File: config.mk
export PLATFORM = sky130hd
export DESIGN_NAME = if_fetch_queue_flat
export DESIGN_NICKNAME = d
export VERILOG_FILES = /design/src/rtl/if_fetch_queue_pkg.sv /design/src/rtl/if_fetch_queue_if.sv /design/src/rtl/if_fetch_queue_fetch_fifo.sv /design/src/rtl/if_fetch_queue.sv /design/src/flat_wrapper.sv
export SDC_FILE = /design/constraint.sdc
export NUM_CORES = 1
export LEC_CHECK = 0
export BUFFER_PORTS_ARGS = -buffer_cell sky130_fd_sc_hd__buf_2
export CORE_MARGIN = 4
export CORE_UTILIZATION = 45
export CTS_BUF_LIST = sky130_fd_sc_hd__clkbuf_16
export DETAILED_ROUTE_END_ITERATION = 16
export PLACE_DENSITY = 0.68
export SLEW_MARGIN = 20
export SYNTH_ARGS = -nofsm -noshare
export SYNTH_HDL_FRONTEND = slang
export SYNTH_SLANG_ARGS = --single-unit
File: constraint.sdc
create_clock -name clk_i -period 6.3 [get_ports clk_i]
set_input_delay 0.315 -clock clk_i [delete_from_list [all_inputs] [get_ports clk_i]]
set_output_delay 0.315 -clock clk_i [all_outputs]
set_load 0.05 [all_outputs]
File: src/rtl/if_fetch_queue_pkg.sv
// if_fetch_queue_pkg: shared fetch constants and ctrl stall encodings
package if_fetch_queue_pkg;
    localparam int IMEM_DATA_WIDTH = 32;
    localparam logic [IMEM_DATA_WIDTH-1:0] DEFAULT_NOP = 32'h00000013;
    localparam logic STOP = 1'b1;
    localparam logic GO = 1'b0;
endpackage

File: src/rtl/if_fetch_queue_if.sv
// if_fetch_queue_if: instruction-memory port
//   req/addr : request from the fetch unit, gnt: request accepted this cycle
//   rvalid/rdata : responses, in request order, at least one cycle after gnt
interface if_fetch_queue_if #(
    parameter int ADDR_WIDTH = 32,
    parameter int DATA_WIDTH = 32
);
    logic req;
    logic [ADDR_WIDTH-1:0] addr;
    logic gnt;
    logic rvalid;
    logic [DATA_WIDTH-1:0] rdata;
    modport master (output req, addr, input gnt, rvalid, rdata);
    modport slave (input req, addr, output gnt, rvalid, rdata);
endinterface

File: src/rtl/if_fetch_queue_fetch_fifo.sv
// if_fetch_queue_fetch_fifo: in-order storage of in-flight and fetched instructions
//   alloc/alloc_pc : reserve tail entry (unfilled), fill/fill_inst : complete oldest unfilled
//   pop : retire head, clear : drop every entry; count/unfilled/head_* report state
module if_fetch_queue_fetch_fifo #(
    parameter int AW = 32,
    parameter int DW = 32,
    parameter int DEPTH = 2,
    parameter int CW = $clog2(DEPTH) + 1
) (
    input  logic          clk_i,
    input  logic          rst_ni,
    input  logic          clear,
    input  logic          alloc,
    input  logic [AW-1:0] alloc_pc,
    input  logic          fill,
    input  logic [DW-1:0] fill_inst,
    input  logic          pop,
    output logic [CW-1:0] count,
    output logic [CW-1:0] unfilled,
    output logic [AW-1:0] head_pc,
    output logic [DW-1:0] head_inst,
    output logic          head_filled
);
    localparam int PW = $clog2(DEPTH);
    logic [AW-1:0] pc_q [DEPTH];
    logic [DW-1:0] inst_q [DEPTH];
    logic [DEPTH-1:0] filled_q;
    logic [PW-1:0] wr_ptr, fill_ptr, rd_ptr;

    assign head_pc = pc_q[rd_ptr];
    assign head_inst = inst_q[rd_ptr];
    // stale flags survive pops, so an empty queue never reports a filled head
    assign head_filled = (count != '0) & filled_q[rd_ptr];

    always_ff @(posedge clk_i) begin
        if (alloc) pc_q[wr_ptr] <= alloc_pc;
        if (fill) inst_q[fill_ptr] <= fill_inst;
    end

    // fill only targets an unfilled entry, so it never aliases the alloc slot
    always_ff @(posedge clk_i or negedge rst_ni) begin
        if (!rst_ni) begin
            filled_q <= '0;
            wr_ptr <= '0;
            fill_ptr <= '0;
            rd_ptr <= '0;
            count <= '0;
            unfilled <= '0;
        end else if (clear) begin
            filled_q <= '0;
            wr_ptr <= '0;
            fill_ptr <= '0;
            rd_ptr <= '0;
            count <= '0;
            unfilled <= '0;
        end else begin
            if (alloc) begin
                wr_ptr <= wr_ptr + PW'(1);
                filled_q[wr_ptr] <= 1'b0;
            end
            if (fill) begin
                fill_ptr <= fill_ptr + PW'(1);
                filled_q[fill_ptr] <= 1'b1;
            end
            if (pop) rd_ptr <= rd_ptr + PW'(1);
            count <= count + CW'(alloc) - CW'(pop);
            unfilled <= unfilled + CW'(alloc) - CW'(fill);
        end
    end
endmodule

File: src/rtl/if_fetch_queue.sv
// if_fetch_queue: IF fetch unit between pc_reg and ID
//   pc_i/ce_i : PC and enable from pc_reg, stall_i/flush_i : ctrl pipeline control
//   imem : request/grant + in-order response port, fetch_stall_o : PC not issuable
//   id_pc_o/id_inst_o/id_valid_o : registered instruction handed to ID
module if_fetch_queue import if_fetch_queue_pkg::*; #(
    parameter int ADDR_WIDTH = 32,
    parameter int DEPTH = 2,
    parameter logic [IMEM_DATA_WIDTH-1:0] NOP_INST = DEFAULT_NOP
) (
    input  logic                       clk_i,
    input  logic                       rst_ni,
    input  logic [ADDR_WIDTH-1:0]      pc_i,
    input  logic                       ce_i,
    input  logic [5:0]                 stall_i,
    input  logic                       flush_i,
    if_fetch_queue_if.master           imem,
    output logic                       fetch_stall_o,
    output logic [ADDR_WIDTH-1:0]      id_pc_o,
    output logic [IMEM_DATA_WIDTH-1:0] id_inst_o,
    output logic                       id_valid_o
);
    localparam int CW = $clog2(DEPTH) + 1;
    logic [CW-1:0] count, unfilled, drop_cnt, drop_nxt;
    logic issued_q, credit_ok, alloc, fill, pop, head_filled, bubble, unused_ok;
    logic [ADDR_WIDTH-1:0] head_pc;
    logic [IMEM_DATA_WIDTH-1:0] head_inst;

    assign unused_ok = &{1'b0, stall_i[5:3]};
    // responses still owed for flushed requests keep consuming queue credit
    assign credit_ok = ({1'b0, count} + {1'b0, drop_cnt}) < (CW+1)'(DEPTH);
    assign imem.req = ce_i & credit_ok & ~issued_q & ~flush_i;
    assign imem.addr = pc_i;
    assign fetch_stall_o = ce_i & ~issued_q & ~(credit_ok & imem.gnt & ~flush_i);
    assign alloc = imem.req & imem.gnt;
    assign fill = imem.rvalid & (drop_cnt == '0) & (unfilled != '0);
    assign pop = ~flush_i & (stall_i[1] == GO) & head_filled;
    assign bubble = flush_i | (stall_i[1] == STOP ? stall_i[2] == GO : ~head_filled);
    // on flush every unfilled entry becomes owed; a same-cycle response settles one of them
    assign drop_nxt = flush_i ? drop_cnt + unfilled - CW'(imem.rvalid & ((drop_cnt != '0) | (unfilled != '0)))
                              : drop_cnt - CW'(imem.rvalid & (drop_cnt != '0));

    if_fetch_queue_fetch_fifo #(
        .AW(ADDR_WIDTH), .DW(IMEM_DATA_WIDTH), .DEPTH(DEPTH), .CW(CW)
    ) u_fifo (
        .clk_i(clk_i), .rst_ni(rst_ni), .clear(flush_i),
        .alloc(alloc), .alloc_pc(pc_i), .fill(fill), .fill_inst(imem.rdata), .pop(pop),
        .count(count), .unfilled(unfilled), .head_pc(head_pc), .head_inst(head_inst),
        .head_filled(head_filled)
    );

    // issued_q remembers that the PC held by pc_reg has already been requested
    always_ff @(posedge clk_i or negedge rst_ni) begin
        if (!rst_ni) begin
            drop_cnt <= '0;
            issued_q <= 1'b0;
            id_valid_o <= 1'b0;
            id_pc_o <= '0;
            id_inst_o <= NOP_INST;
        end else begin
            drop_cnt <= drop_nxt;
            issued_q <= (flush_i | (stall_i[0] == GO)) ? 1'b0 : (alloc | issued_q);
            if (bubble) begin
                id_valid_o <= 1'b0;
                id_inst_o <= NOP_INST;
            end else if (stall_i[1] == GO) begin
                id_valid_o <= 1'b1;
                id_pc_o <= head_pc;
                id_inst_o <= head_inst;
            end
        end
    end

    a_rvalid_expected: assert property (@(posedge clk_i) disable iff (!rst_ni)
        imem.rvalid |-> ((drop_cnt != '0) || (unfilled != '0)));
    a_count_bound: assert property (@(posedge clk_i) disable iff (!rst_ni)
        ({1'b0, count} + {1'b0, drop_cnt}) <= (CW+1)'(DEPTH));
endmodule

File: src/flat_wrapper.sv
// flat-port wrapper written by rule: the top's interface ports become plain ports
module if_fetch_queue_flat import if_fetch_queue_pkg::*;
#(
    parameter int ADDR_WIDTH = 32,
    parameter int DEPTH = 2,
    parameter logic [IMEM_DATA_WIDTH-1:0] NOP_INST = DEFAULT_NOP
)
  (clk_i, rst_ni, pc_i, ce_i, stall_i, flush_i, fetch_stall_o, id_pc_o, id_inst_o, id_valid_o, imem_req, imem_addr, imem_gnt, imem_rvalid, imem_rdata);
  if_fetch_queue_if #(.ADDR_WIDTH(ADDR_WIDTH), .DATA_WIDTH(32)) imem_i ();
  input  logic clk_i;
  input  logic rst_ni;
  input  logic [ADDR_WIDTH-1:0] pc_i;
  input  logic ce_i;
  input  logic [5:0] stall_i;
  input  logic flush_i;
  output logic fetch_stall_o;
  output logic [ADDR_WIDTH-1:0] id_pc_o;
  output logic [IMEM_DATA_WIDTH-1:0] id_inst_o;
  output logic id_valid_o;
  output wire logic [$bits(imem_i.req)-1:0] imem_req;
  output wire logic [$bits(imem_i.addr)-1:0] imem_addr;
  input wire logic [$bits(imem_i.gnt)-1:0] imem_gnt;
  input wire logic [$bits(imem_i.rvalid)-1:0] imem_rvalid;
  input wire logic [$bits(imem_i.rdata)-1:0] imem_rdata;
  assign imem_req = imem_i.req;
  assign imem_addr = imem_i.addr;
  assign imem_i.gnt = imem_gnt;
  assign imem_i.rvalid = imem_rvalid;
  assign imem_i.rdata = imem_rdata;
  if_fetch_queue #(.ADDR_WIDTH(ADDR_WIDTH), .DEPTH(DEPTH), .NOP_INST(NOP_INST)) u_core (.clk_i(clk_i), .rst_ni(rst_ni), .pc_i(pc_i), .ce_i(ce_i), .stall_i(stall_i), .flush_i(flush_i), .imem(imem_i), .fetch_stall_o(fetch_stall_o), .id_pc_o(id_pc_o), .id_inst_o(id_inst_o), .id_valid_o(id_valid_o));
endmodule
Word level (Yosys, flattened, before mapping) --
Memories as Yosys holds them, arrays and structs flattened. A register that Yosys moved wholly into a read port is not among the register bits. Cells that the tools add are included.
Storage, ports and cells: register bits 45, memories 2, output and inout bits 99, RAM bits 128, bits of input ports 76
Memories:
- u_core.u_fifo.inst_q | words 2, bits a word 32, read ports 1, clocked after Yosys merged registers in 0, write ports 1, RTL line if_fetch_queue_fetch_fifo.sv:26 | logic [DW-1:0] inst_q [DEPTH];
- u_core.u_fifo.pc_q | words 2, bits a word 32, read ports 1, clocked after Yosys merged registers in 1, write ports 1, RTL line if_fetch_queue_fetch_fifo.sv:25 | logic [AW-1:0] pc_q [DEPTH];
Operators by class: $lt $le $gt $ge 6, add/subtract/negate cells 11, bitwise gates (word level) 30, muxes and demuxes 29, reduce and logical (&&, ||, !) cells 11, eq/ne operators 1
Operator list (count):
- $mux W32 | 2
- $mux W1 | 18
- $and A1 B1 Y1 | 14
- $mux W2 | 7
- $reduce_bool A2 Y1 | 6
- $not A1 Y1 | 8
- $lt A1 B2 Y1 const B | 3
- $add A2 B1 Y2 | 2
- $or A1 B1 Y1 | 4
- $sub A2 B1 Y2 | 2
- $sub A2 B2 Y2 | 2
- $add A1 B1 Y1 const B | 3
- $add A2 B2 Y3 | 1
- $lt A3 B2 Y1 const B | 1
- $add A2 B2 Y2 | 1
- $and A1 B2 Y2 | 1
- $and A2 B2 Y2 | 1
- $demux W1 S1 | 2
- $ge A1 B1 Y1 const B | 2
- $logic_and A1 B1 Y1 | 2
- $logic_not A2 Y1 | 1
- $ne A2 B1 Y1 const B | 1
- $not A2 Y2 | 1
- $or A2 B2 Y2 | 1
- 2 further kinds | 2

Longest topological paths before layout --
Gate-level depths: netlist of the first run.
depth after elaboration 11, depth in mapped cells 11

Hierarchy --
A second synthesis of the first run with hierarchy kept.
Unflattened totals: cells, all modules 515, area, all modules 8011.4 um^2
By module, submodules not included:
- if_fetch_queue_fetch_fifo | times used 1, sequential area each 4068.9 um^2, cells each 243, area an instance 5074.9 um^2
- if_fetch_queue | times used 1, sequential area each 1705.4 um^2, cells each 272, area an instance 2936.6 um^2

Worst setup path after synthesis of the first run --
OpenSTA, ideal clock, no wires.
kind flip-flop to flip-flop, start point register u_core.drop_cnt[0], end point memory u_core.u_fifo.pc_q[0][0] (enable), path buffers 0, setup time 0.421 ns, required time 5.879 ns, cell stages (with the launch flop) 6, slack 2.812 ns, arrival 3.067 ns, cell sequence dfrtp_1 -> and2_1 -> fa_1 -> nor4b_1 -> nand2b_1 -> nor2_1
Between the ends: cells in the longest elaborated chain, start to end 8
RTL lines:
- start, declared | RTL line if_fetch_queue.sv:23 | logic [CW-1:0] count, unfilled, drop_cnt, drop_nxt;
- start signal, assigned | RTL line if_fetch_queue.sv:60 | drop_cnt <= drop_nxt;
- $add A2 B2 Y3 | RTL line if_fetch_queue.sv:30 | assign credit_ok = ({1'b0, count} + {1'b0, drop_cnt}) < (CW+1)'(DEPTH);
- $lt A3 B2 Y1 | RTL line if_fetch_queue.sv:30
- $and A1 B1 Y1 (3 in series) | RTL line if_fetch_queue.sv:31 | assign imem.req = ce_i & credit_ok & ~issued_q & ~flush_i;
- $and A1 B1 Y1 | RTL line if_fetch_queue.sv:34 | assign alloc = imem.req & imem.gnt;
- $mux W1 | RTL line if_fetch_queue_fetch_fifo.sv:36 | if (alloc) pc_q[wr_ptr] <= alloc_pc;
- $mux W1 (not written as such) | RTL line if_fetch_queue_fetch_fifo.sv:36
- end, declared | RTL line if_fetch_queue_fetch_fifo.sv:25
Every way passes these cells.

Worst setup path after layout of the first run --
start point register u_core.drop_cnt[0], end point memory u_core.u_fifo.pc_q[0][1] (enable)
Same word-level chain as after synthesis.

==> impl_results.md, run 1 <==
- Status: finished, final reports clean
- Final wirelength: 15780 um
- Initial antenna violation count: 1
- Synth Flop Type: edfxtp_1
- Avg WL per Cell: 17.90 um
- Synthesized area: 7905 um2
- Setup crit end kind: flip-flop
- # Post-CTS Setup Buffers: 0
- Gpl congestion: 0.7388
- Setup violations, final: 0
- Vias: 4429
- Number of synthesized flops with an enable pin: 128
- IO Pins: 175
- R2R cell count: 5
- Critical path class: flip-flop to flip-flop
- CP max FO: 32
- Final min period: 3.179 ns
- Root buf cell: clkbuf_16
- Via/cell ratio: 5.022
- Yosys cell types: 41
- Peak supply drop: 0.1715 mV
- CTS tree: done
- Slew HR: 32.48%
- Hold Vio Cnt, Final: 0
- Synthesized instance count: 449
- Fin util: 57.54%
- Antenna cells: 0
- CP startpoint kind: flip-flop
- GRT Total Usage: 15.65%
- Largest net degree at the start of global routing: 41
- Hold EP: u_core.u_fifo.pc_q[0][25]
- Vias in the first global route: 4729
- F_max: 0.3146 GHz
- Cell Chain, Critical Path: and2_1, fa_1, nor4b_1, nand2b_1, nor2_4
- Sum Neg Setup Slack: 0 ns
- R2R Path Start: u_core.drop_cnt[0]
- First-pass GRT wire length: 24760 um
- Max cap viols: 0
- Largest stage delay, worst path: 0.84 ns
- 1st-iter DRT viols: 162
- Synth-to-layout area growth: 25.47%
- Critical path arrival: 3.30 ns
- Critical Path RT: 6.42 ns
- ANT nets after route: 0
- Seq/Total Area, Yosys: 73.05%
- RSZ-0062 raised after global routing: false
- # H-tree levels: 1
- DPL Wire Length: 9636 um
- Static Leak: 4.199 nW
- Die H: 140.5 um
- Residual DRC: 0
- Worst-Skew Late Latency: 0.51 ns
- Placeable Area: 17240 um2
- Tcrit/Tclk final: 50.46%
- FF-to-FF setup slack: 3.12 ns
- Worst Max-Slew Pin Slew: 1.010 ns
- Hold Path Stages: 1
- Slowest-stage cell, CP: nor2_4
- TritonRoute pass-1 iters: 4
- CTS clk-pin slew, worst paths: 0.06 ns
- Average cell area after synthesis: 17.61 um2
- Min-Delay Startpoint: pc_i[25]
- CTS Sinks: 205
- Net Count, Synth: 533
- Slew Limit Fails: 0
- Die area: 19750 um2
- Synth async-reset ratio: 37.56%
- Final nets: 725
- Num CTS Buffers: 22
- R2R Path End: u_core.u_fifo.pc_q[0][1]
- Port buffer count: 171
- Pwr/cell area: 307.0 nW/um2
- Yosys warns: 0
- Worst hold path type: input pin to flip-flop
- Die X-Extent: 140.5 um
- Longest Clk Path Bufs: 3
- Num rows: 48
- Clock Skew: 0.01490 ns
- Overflow after GRT: 0
- Starting Density: 45.86%
- FF+latch count, synth: 205
- Layout cells sized above 1: 39.12%
-- worst max path at each step --
| stage | start | end | slack (ns) | cells past startpoint |
|---|---|---|---|---|
| 2_1_floorplan | u_core.drop_cnt[0] | u_core.u_fifo.pc_q[0][0] | 2.81 | 5 |
| 3_3_place_gp | u_core.drop_cnt[0] | u_core.u_fifo.pc_q[1][0] | 3.15 | 5 |
| 3_5_place_dp | u_core.drop_cnt[0] | u_core.u_fifo.pc_q[0][29] | 3.09 | 5 |
| 4_1_cts | u_core.drop_cnt[0] | u_core.u_fifo.pc_q[0][1] | 3.08 | 5 |
| 5_1_grt | u_core.drop_cnt[0] | u_core.u_fifo.pc_q[0][30] | 2.86 | 5 |
| 6_report | u_core.drop_cnt[0] | u_core.u_fifo.pc_q[0][1] | 3.12 | 5 |
-- layer usage --
metal,up-vias,wire length [um],global-route usage [%]
met5,-,15,0
met4,2,249,3.570
met3,29,1265,4.404
met2,153,7727,27.62
met1,2197,6526,19.15
li1,2048,-,-
-- Yosys cell counts (all sizes together), types with 2 or more instances --
cell	n	area, um2
dfrtp	74	1852
o2bb2ai	29	254.0
dfstp	3	78.83
xor2	2	17.52
or4	2	15.01
nor2b	2	12.51
mux2i	34	340.3
mux2	64	720.7
a21oi	7	35.03
clkbuf	7	26.28
nor2	10	37.54
o21ai	3	15.01
inv	8	35.03
o31ai	2	15.01
xnor2	2	17.52
and2	3	18.77
nor3	2	10.01
edfxtp	128	3844
nand2b	3	18.77
ha	7	87.58
buf	43	314.0
-- report_power, final --
group / switching (mW) / internal (mW) / leakage [nW]
registers: 0.0226 / 1.48 / 2.21
clock network: 0.524 / 0.767 / 0.359
logic: 0.161 / 0.0931 / 1.63
-- sequential cells by signal, indices dropped and copies added, names as in the netlist --
| name | count |
|---|---|
| u_core.u_fifo.filled_q | 2 |
| u_core.u_fifo.inst_q | 64 |
| u_core.id_inst_o | 32 |
| u_core.u_fifo.count | 2 |
| u_core.drop_cnt | 2 |
| u_core.id_pc_o | 32 |
| u_core.u_fifo.wr_ptr | 1 |
| u_core.u_fifo.pc_q | 64 |
| u_core.issued_q | 1 |
| u_core.u_fifo.fill_ptr | 1 |
| u_core.id_valid_o | 1 |
| u_core.u_fifo.rd_ptr | 1 |
| u_core.u_fifo.unfilled | 2 |
-- kinds of logic (layout without fill, tap and decap cells) --
| group | count (synthesis) | after routing | share of synthesized area [%] |
|---|---|---|---|
| multiplexers | 98 | 98 | 13.42 |
| buffers and inverters | 58 | 266 | 4.748 |
| adder cells (fa/ha/maj) | 8 | 8 | 1.361 |
| XOR/XNOR | 5 | 5 | 0.7440 |
| AND/OR/NAND/NOR | 28 | 28 | 2.010 |
| flip-flops | 205 | 205 | 73.05 |
| AO/OA/AOI/OAI | 47 | 47 | 4.669 |
-- final cells by class --
type,count,area (um2)
sequential,205,5778
clock inverter,18,188.9
clock buffer,22,550.5
tap,225,281.5
fill,1348,7318
inverter,8,35.03
multi-input combinational,186,1770
timing repair buffer,218,1314
-- cell usage in the layout (no fill, tap or decap), types with 4 or more instances in the layout --
master         instances
clkinv_1               4
buf_2                170
inv_1                  7
dfrtp_1               73
clkbuf_16             22
buf_4                  7
mux2_2                37
o2bb2ai_1             29
ha_1                   7
a21oi_1                7
dlygate4sd3_1         41
edfxtp_1             128
mux2_1                27
mux2i_1               34
clkinv_2               5
nor2_1                 8
-- what timing repair did --
action,in CTS,in global routing
hold buffers,41,0
hold endpoints to repair,116,0
resized for setup,0,0
-- worst max-delay path: cells and delay by family, from the launching register on --
family	cells	cell delay, ns
and+or+nand+nor	4	1.84
adders and majority gates	1	0.52
DFF	1	0.42
-- per-stage QoR --
stage / hold WS (ns) / cells / cell area (um2) / power (mW) / setup WS, ns
6_report: 0.01659 / 882 / 9918 / 3.045 / 3.121
5_1_grt: 0.002828 / 882 / 9918 / 3.171 / 2.855
4_1_cts: 0.0004439 / 882 / 9918 / 3.085 / 3.076
3_5_place_dp: 0.3423 / 801 / 8768 / 1.766 / 3.088
3_3_place_gp: 0.3396 / 801 / 8768 / 1.755 / 3.151
2_1_floorplan: 0.01941 / 449 / 7905 / 1.690 / 2.812
Power figures use the tool's default switching activity.
==> run 2, diff against run 1 <==
Clock period 6.3 ns to 3.1 ns, I/O delays scaled along.
==> run 2 against run 1 <==
  * Flip-flop and latch count did not move
  * Utilization increased by 1.7 points
  * Count of clock-buffer cells in the layout rose by 1
  * Global-route usage up 0.58 points
  * Via count rose by 3.4%
  * Critical path type unchanged
  * Sequential power is 100% higher
==> impl_results.md, run 2 (same netlist as run 1, synthesis figures left out) <==
- Status: finished, final reports clean
- Starting Density: 45.86% (unchanged)
- Hold Path Stages: 2 (+1)
- Vias: 4581 (+3.4%)
- Hold slack: 0.02745 ns (+0.01086 ns)
- Fin worst setup slack: 0.4015 ns (-2.720 ns)
- CP max FO: 6 (-81%)
- Num CTS Buffers: 22 (unchanged)
- R2R Path Start: u_core.drop_cnt[0]
- RSZ-0062 raised after global routing: false
- Layout cells sized above 1: 37.35% (-1.8 points)
- Placeable Area: 17240 um2 (unchanged)
- Commonest non-fill, non-tap cells in the layout: 170 x buf_2, 128 x edfxtp_1, 73 x dfrtp_1, 67 x dlygate4sd3_1, 37 x mux2_2
- Num rows: 48 (unchanged)
- # Post-CTS Setup Buffers: 0 (unchanged)
- Final min period: 2.698 ns (-0.4803 ns)
- Slowest-stage cell, CP: fa_1
- Peak supply drop: 0.4203 mV (+150%)
- R2R cell count: 10 (+5)
- Cell Chain, Critical Path: and2_1, fa_1, nor4b_1, nand2b_1, ha_1, inv_1, ha_1, xor2_1, and2_1, nor3_1
- ANT nets after route: 0 (unchanged)
- Hold Vio Cnt, Final: 0 (unchanged)
- Gpl congestion: 0.7358 (-0.41%)
- Root buf cell: clkbuf_16
- GRT Total Usage: 16.23% (+0.58 points)
- CTS clk-pin slew, worst paths: 0.06 ns (about the same)
- Dpl ws: 0.4017 ns (-2.686 ns)
- R2R Path End: u_core.u_fifo.unfilled[1]
- Residual DRC: 0 (unchanged)
- # H-tree levels: 1 (unchanged)
- Critical path origin: u_core.drop_cnt[0]
- Longest Clk Path Bufs: 3 (unchanged)
- 1st-iter DRT viols: 139 (-14%)
- Post-cts hold buffer count: 67 (+63%)
- Final nets: 756 (+4.3%)
- Slew HR: 28.29% (-4.2 points)
- Post-CTS sizing: 0 (unchanged)
- Largest net degree at the start of global routing: 67 (+63%)
- Die X-Extent: 140.5 um (unchanged)
- Tcrit/Tclk final: 87.05% (+37 points)
- Slew Limit Fails: 0 (unchanged)
- Synth-to-layout area growth: 29.11%
- Worst hold path type: input pin to flip-flop
- CP delay by family, top: adder cells
- Critical path arrival: 3.10 ns (-0.20 ns)
- Critical Path RT: 3.50 ns (-2.92 ns)
- CTS tree: done
- Worst-Skew Late Latency: 0.48 ns (-0.03 ns)
- Max cap viols: 0 (unchanged)
- Regs by FF count: u_core.u_fifo.inst_q (64), u_core.u_fifo.pc_q (64)
- Crit path capture: u_core.u_fifo.unfilled[1]
- CTS Sinks: 205 (unchanged)
- TritonRoute pass-1 iters: 4 (unchanged)
- Fillcell total: 1296 (-3.9%)
- Die H: 140.5 um (unchanged)
- Overflow after GRT: 0 (unchanged)
- CP startpoint kind: flip-flop
- WP buf/inv: 1 (+1)
- Setup violations, final: 0 (unchanged)
- Pwr/cell area: 596.7 nW/um2 (+94%)
- Critical path class: flip-flop to flip-flop
- Avg WL per Cell: 17.72 um (-1.0%)
- Static Leak: 4.353 nW (+3.7%)
- First-pass GRT wire length: 25980 um (+4.9%)
- Largest stage delay, worst path: 0.51 ns (-0.33 ns)
- F_max: 0.3706 GHz (+18%)
- Worst Max-Slew Pin Slew: 1.076 ns (+0.06530 ns)
- Setup crit end kind: flip-flop
- FF-to-FF setup slack: 0.40 ns (-2.72 ns)
- Initial antenna violation count: 1 (unchanged)
- IO Pins: 175 (unchanged)
- Port buffer count: 171 (unchanged)
- Final wirelength: 16190 um (+2.6%)
- WP depth: 10 (+5)
- Commonest non-fill, non-tap cell in the layout: buf_2
- Vias in the first global route: 5054 (+6.9%)
- DPL Wire Length: 9651 um (+0.15%)
- Fin util: 59.21% (+1.7 points)
- Clock Skew: 0.01095 ns (-0.003947 ns)
- Die area: 19750 um2 (unchanged)
- Via/cell ratio: 5.012 (-0.19%)
run 2: cell types whose count changed in the layout (fill, tap and decap cells not counted), sizes merged:
cell and delta:
dlygate4sd3 +26, inv +6, buf +5, clkinv -3
clkinvlp -3, bufinv -1, clkbuf +1, diode +1
run 2: final cells by class:
class | count | area (um2) | share of cell area (%)
multi-input combinational | 186 | 1770 | 17.35
timing repair buffer | 249 | 1637 | 16.04
clock inverter | 17 | 126.4 | 1.238
antenna | 1 | 2.502 | 0.02452
clock buffer | 23 | 575.6 | 5.639
tap | 225 | 281.5 | 2.758
sequential | 205 | 5778 | 56.61
inverter | 8 | 35.03 | 0.3433
run 2: through the flow:
step                total power [mW]  instances  instance area, um2  TNS [ns]
finish                         6.090        914               10210         0
global route                   6.346        913               10200         0
CTS                            6.163        913               10200         0
detailed placement             3.601        806                8831         0
global placement               3.578        806                8831         0
floorplan                      3.434        449                7905    -24.84
run 2: layer usage:
metal	GRT usage [%]	vias to the layer above	wire [um]	part of all wire [%]
met2	29.64	154	8103	50
li1	-	2118	-	-
met1	19.32	2287	6665	41
met4	3.060	2	184	1.1
met5	0	-	7	0.043
met3	4.473	20	1232	7.6
run 2: power breakdown:
part	switching, mW	internal (mW)	total (mW)
logic	0.335	0.222	0.557
registers	0.0479	3.00	3.05
clock network	0.981	1.50	2.49
total	1.36	4.73	6.09
run 2: how the worst min path moves through the flow:
stage | from | to | slack, ns
finish | flush_i | u_core.u_fifo.unfilled[0] | 0.03
global route | flush_i | u_core.u_fifo.filled_q[0] | 0.04
CTS | flush_i | u_core.u_fifo.unfilled[0] | 0.01
detailed placement | rst_ni | u_core.id_pc_o[19] | 0.33
global placement | rst_ni | u_core.id_pc_o[15] | 0.31
floorplan | rst_ni | u_core.drop_cnt[0] | -0.14
run 2: worst register-to-register path: cells and delay by family, from the launching register on:
kind	cells	cell delay, ns
simple gates	5	1.00
xor+xnor	1	0.15
flops	1	0.42
fa+ha+maj	3	1.00
buf+inv	1	0.04
==> run 3, diff against run 2 <==
Settings changed: RECOVER_POWER set to 25.
==> run 3 against run 2 <==
  * Sequential power about the same
  * Utilization down 0.42 points
  * Register-to-register slack about the same
  * Critical path depth unchanged
  * Global-route usage unchanged
  * Critical endpoint unchanged
  * Die area unchanged
  * Design area down 0.71%
  * Largest cell class unchanged
  * Clock power about the same
  * Fmax about the same
==> impl_results.md, run 3 (same netlist as run 1, synthesis figures left out) <==
- # Post-CTS Setup Buffers: 0 (unchanged)
- F_max: 0.3705 GHz (about the same)
- ANT nets after route: 0 (unchanged)
- Overflow after GRT: 0 (unchanged)
- R2R cell count: 10 (unchanged)
- RSZ-0062 raised after global routing: false
- Regs by FF count: u_core.u_fifo.inst_q (64), u_core.u_fifo.pc_q (64)
- IO Pins: 175 (unchanged)
- CP startpoint kind: flip-flop
- Worst Max-Slew Pin Slew: 1.080 ns (+0.004420 ns)
- Residual DRC: 0 (unchanged)
- Post-place instance area: 8831 um2 (unchanged)
- Commonest non-fill, non-tap cells in the layout: 128 x edfxtp_1, 112 x buf_2, 73 x dfrtp_1, 67 x dlygate4sd3_1, 57 x clkbuf_1
- Pwr/cell area: 600.1 nW/um2 (+0.56%)
- Fillcell total: 1330 (+2.6%)
- Status: finished, final reports clean
- Worst-Skew Late Latency: 0.49 ns (about the same)
- Slew HR: 27.99% (-0.29 points)
- Slowest-stage cell, CP: fa_1
- Setup violations, final: 0 (unchanged)
- Fin worst setup slack: 0.4010 ns (-0.0005750 ns)
- DPL Wire Length: 9651 um (unchanged)
- Critical path origin: u_core.drop_cnt[0]
- Hold Path Stages: 2 (unchanged)
- TritonRoute pass-1 iters: 4 (unchanged)
- # H-tree levels: 1 (unchanged)
- Placeable Area: 17240 um2 (unchanged)
- Dpl ws: 0.4017 ns (unchanged)
- Num rows: 48 (unchanged)
- Synth-to-layout area growth: 28.19%
- Starting Density: 45.86% (unchanged)
- Min-Delay Startpoint: flush_i
- Critical path arrival: 3.10 ns (about the same)
- Avg WL per Cell: 17.69 um (-0.16%)
- Static Leak: 4.194 nW (-3.7%)
- CTS clk-pin slew, worst paths: 0.06 ns (about the same)
- First-pass GRT wire length: 25980 um (unchanged)
- Port buffer count: 171 (unchanged)
- CP max FO: 6 (unchanged)
- Hold Vio Cnt, Final: 0 (unchanged)
- Slew Limit Fails: 0 (unchanged)
- Worst hold path type: input pin to flip-flop
- Longest Clk Path Bufs: 3 (unchanged)
- Layout cells sized above 1: 28.92% (-8.4 points)
- Vias in the first global route: 5054 (unchanged)
- Final instance area: 10130 um2 (-0.71%)
- Max cap viols: 0 (unchanged)
- Clock Skew: 0.01004 ns (-0.0009069 ns)
- Critical path class: flip-flop to flip-flop
- CTS Sinks: 205 (unchanged)
- Largest stage delay, worst path: 0.51 ns (about the same)
- Root buf cell: clkbuf_16
- Die X-Extent: 140.5 um (unchanged)
- Via/cell ratio: 5.021 (+0.17%)
- CTS tree: done
- WP buf/inv: 1 (unchanged)
- Tcrit/Tclk final: 87.07% (about the same)
- Initial antenna violation count: 1 (unchanged)
- Final min period: 2.699 ns (+0.0005750 ns)
- Die area: 19750 um2 (unchanged)
- Peak supply drop: 0.4190 mV (-0.33%)
- CP delay by family, top: simple AND/OR/NAND/NOR gates
- Final wirelength: 16170 um (-0.16%)
- Hold slack: 0.02798 ns (+0.0005281 ns)
- Setup crit end kind: flip-flop
- FF-to-FF setup slack: 0.40 ns (about the same)
- Largest net degree at the start of global routing: 67 (unchanged)
- Post-CTS sizing: 0 (unchanged)
- Num CTS Buffers: 22 (unchanged)
- R2R Path Start: u_core.drop_cnt[0]
- GRT Total Usage: 16.23% (unchanged)
- Hold EP: u_core.u_fifo.unfilled[0]
- Critical Path RT: 3.50 ns (about the same)
- Commonest non-fill, non-tap cell in the layout: edfxtp_1
- Gpl congestion: 0.7358 (unchanged)
- 1st-iter DRT viols: 164 (+18%)
- Final nets: 756 (unchanged)
- Vias: 4589 (+0.17%)
- Die H: 140.5 um (unchanged)
- Cell Chain, Critical Path: and2_1, fa_1, nor4b_1, nand2b_1, ha_1, inv_1, ha_1, xor2_1, and2_1, nor3_1
- R2R Path End: u_core.u_fifo.unfilled[1]
run 3: changes by cell type in the layout (fill, tap and decap cells not counted), sizes merged:
cell,change
buf,-57
clkbuf,+57
run 3: timing repair:
item	in CTS	in global routing
hold endpoints to repair	187	0
endpoints found under the setup margin	0	0
hold buffers	67	0
run 3: how the worst max path moves through the flow:
| stage | end | slack, ns | depth (start not counted) |
|---|---|---|---|
| floorplan | u_core.u_fifo.pc_q[0][0] | -0.39 | 5 |
| global placement | u_core.u_fifo.unfilled[1] | 0.46 | 10 |
| detailed placement | u_core.u_fifo.unfilled[1] | 0.40 | 10 |
| finish | u_core.u_fifo.unfilled[1] | 0.40 | 10 |
| CTS | u_core.u_fifo.count[1] | 0.41 | 10 |
| global route | u_core.u_fifo.count[1] | 0.17 | 10 |
run 3: per-layer routing:
layer  GRT usage [%]  vias up  share of wire [%]
met5               0        -              0.043
met4           3.060        2                1.3
met3           4.473       24                8.0
met2           29.64      150                 50
met1           19.32     2292                 40
li1                -     2121                  -
run 3: metrics by stage:
| step | setup TNS (ns) | utilization (%) | power [mW] | instances |
|---|---|---|---|---|
| 2_1_floorplan | -24.84 | - | 3.434 | 449 |
| 3_3_place_gp | 0 | 51.23 | 3.578 | 806 |
| 3_5_place_dp | 0 | 51.23 | 3.601 | 806 |
| 4_1_cts | 0 | 59.20 | 6.163 | 913 |
| 5_1_grt | 0 | 58.78 | 6.336 | 913 |
| 6_report | 0 | 58.79 | 6.081 | 914 |
run 3: area by class of cell:
type	instances	area [um2]	share of cell area, %
tap	225	281.5	2.778
inverter	8	35.03	0.3457
sequential	205	5778	57.02
clock inverter	17	126.4	1.247
antenna	1	2.502	0.02469
multi-input combinational	186	1770	17.47
clock buffer	23	575.6	5.680
timing repair buffer	249	1564	15.43
run 3: worst reg2reg max path: stages (launching register included):
cell      delay [ns]
dfrtp_1         0.42
and2_1          0.18
fa_1            0.51
nor4b_1         0.39
nand2b_1        0.16
ha_1            0.30
inv_1           0.04
ha_1            0.19
xor2_1          0.15
and2_1          0.15
nor3_1          0.12
run 3: where the power goes:
part	internal, mW	total (mW)	leakage [nW]	switching [mW]
clock network	1.50	2.49	0.370	0.982
registers	3.00	3.05	2.21	0.0479
logic	0.211	0.547	1.61	0.336
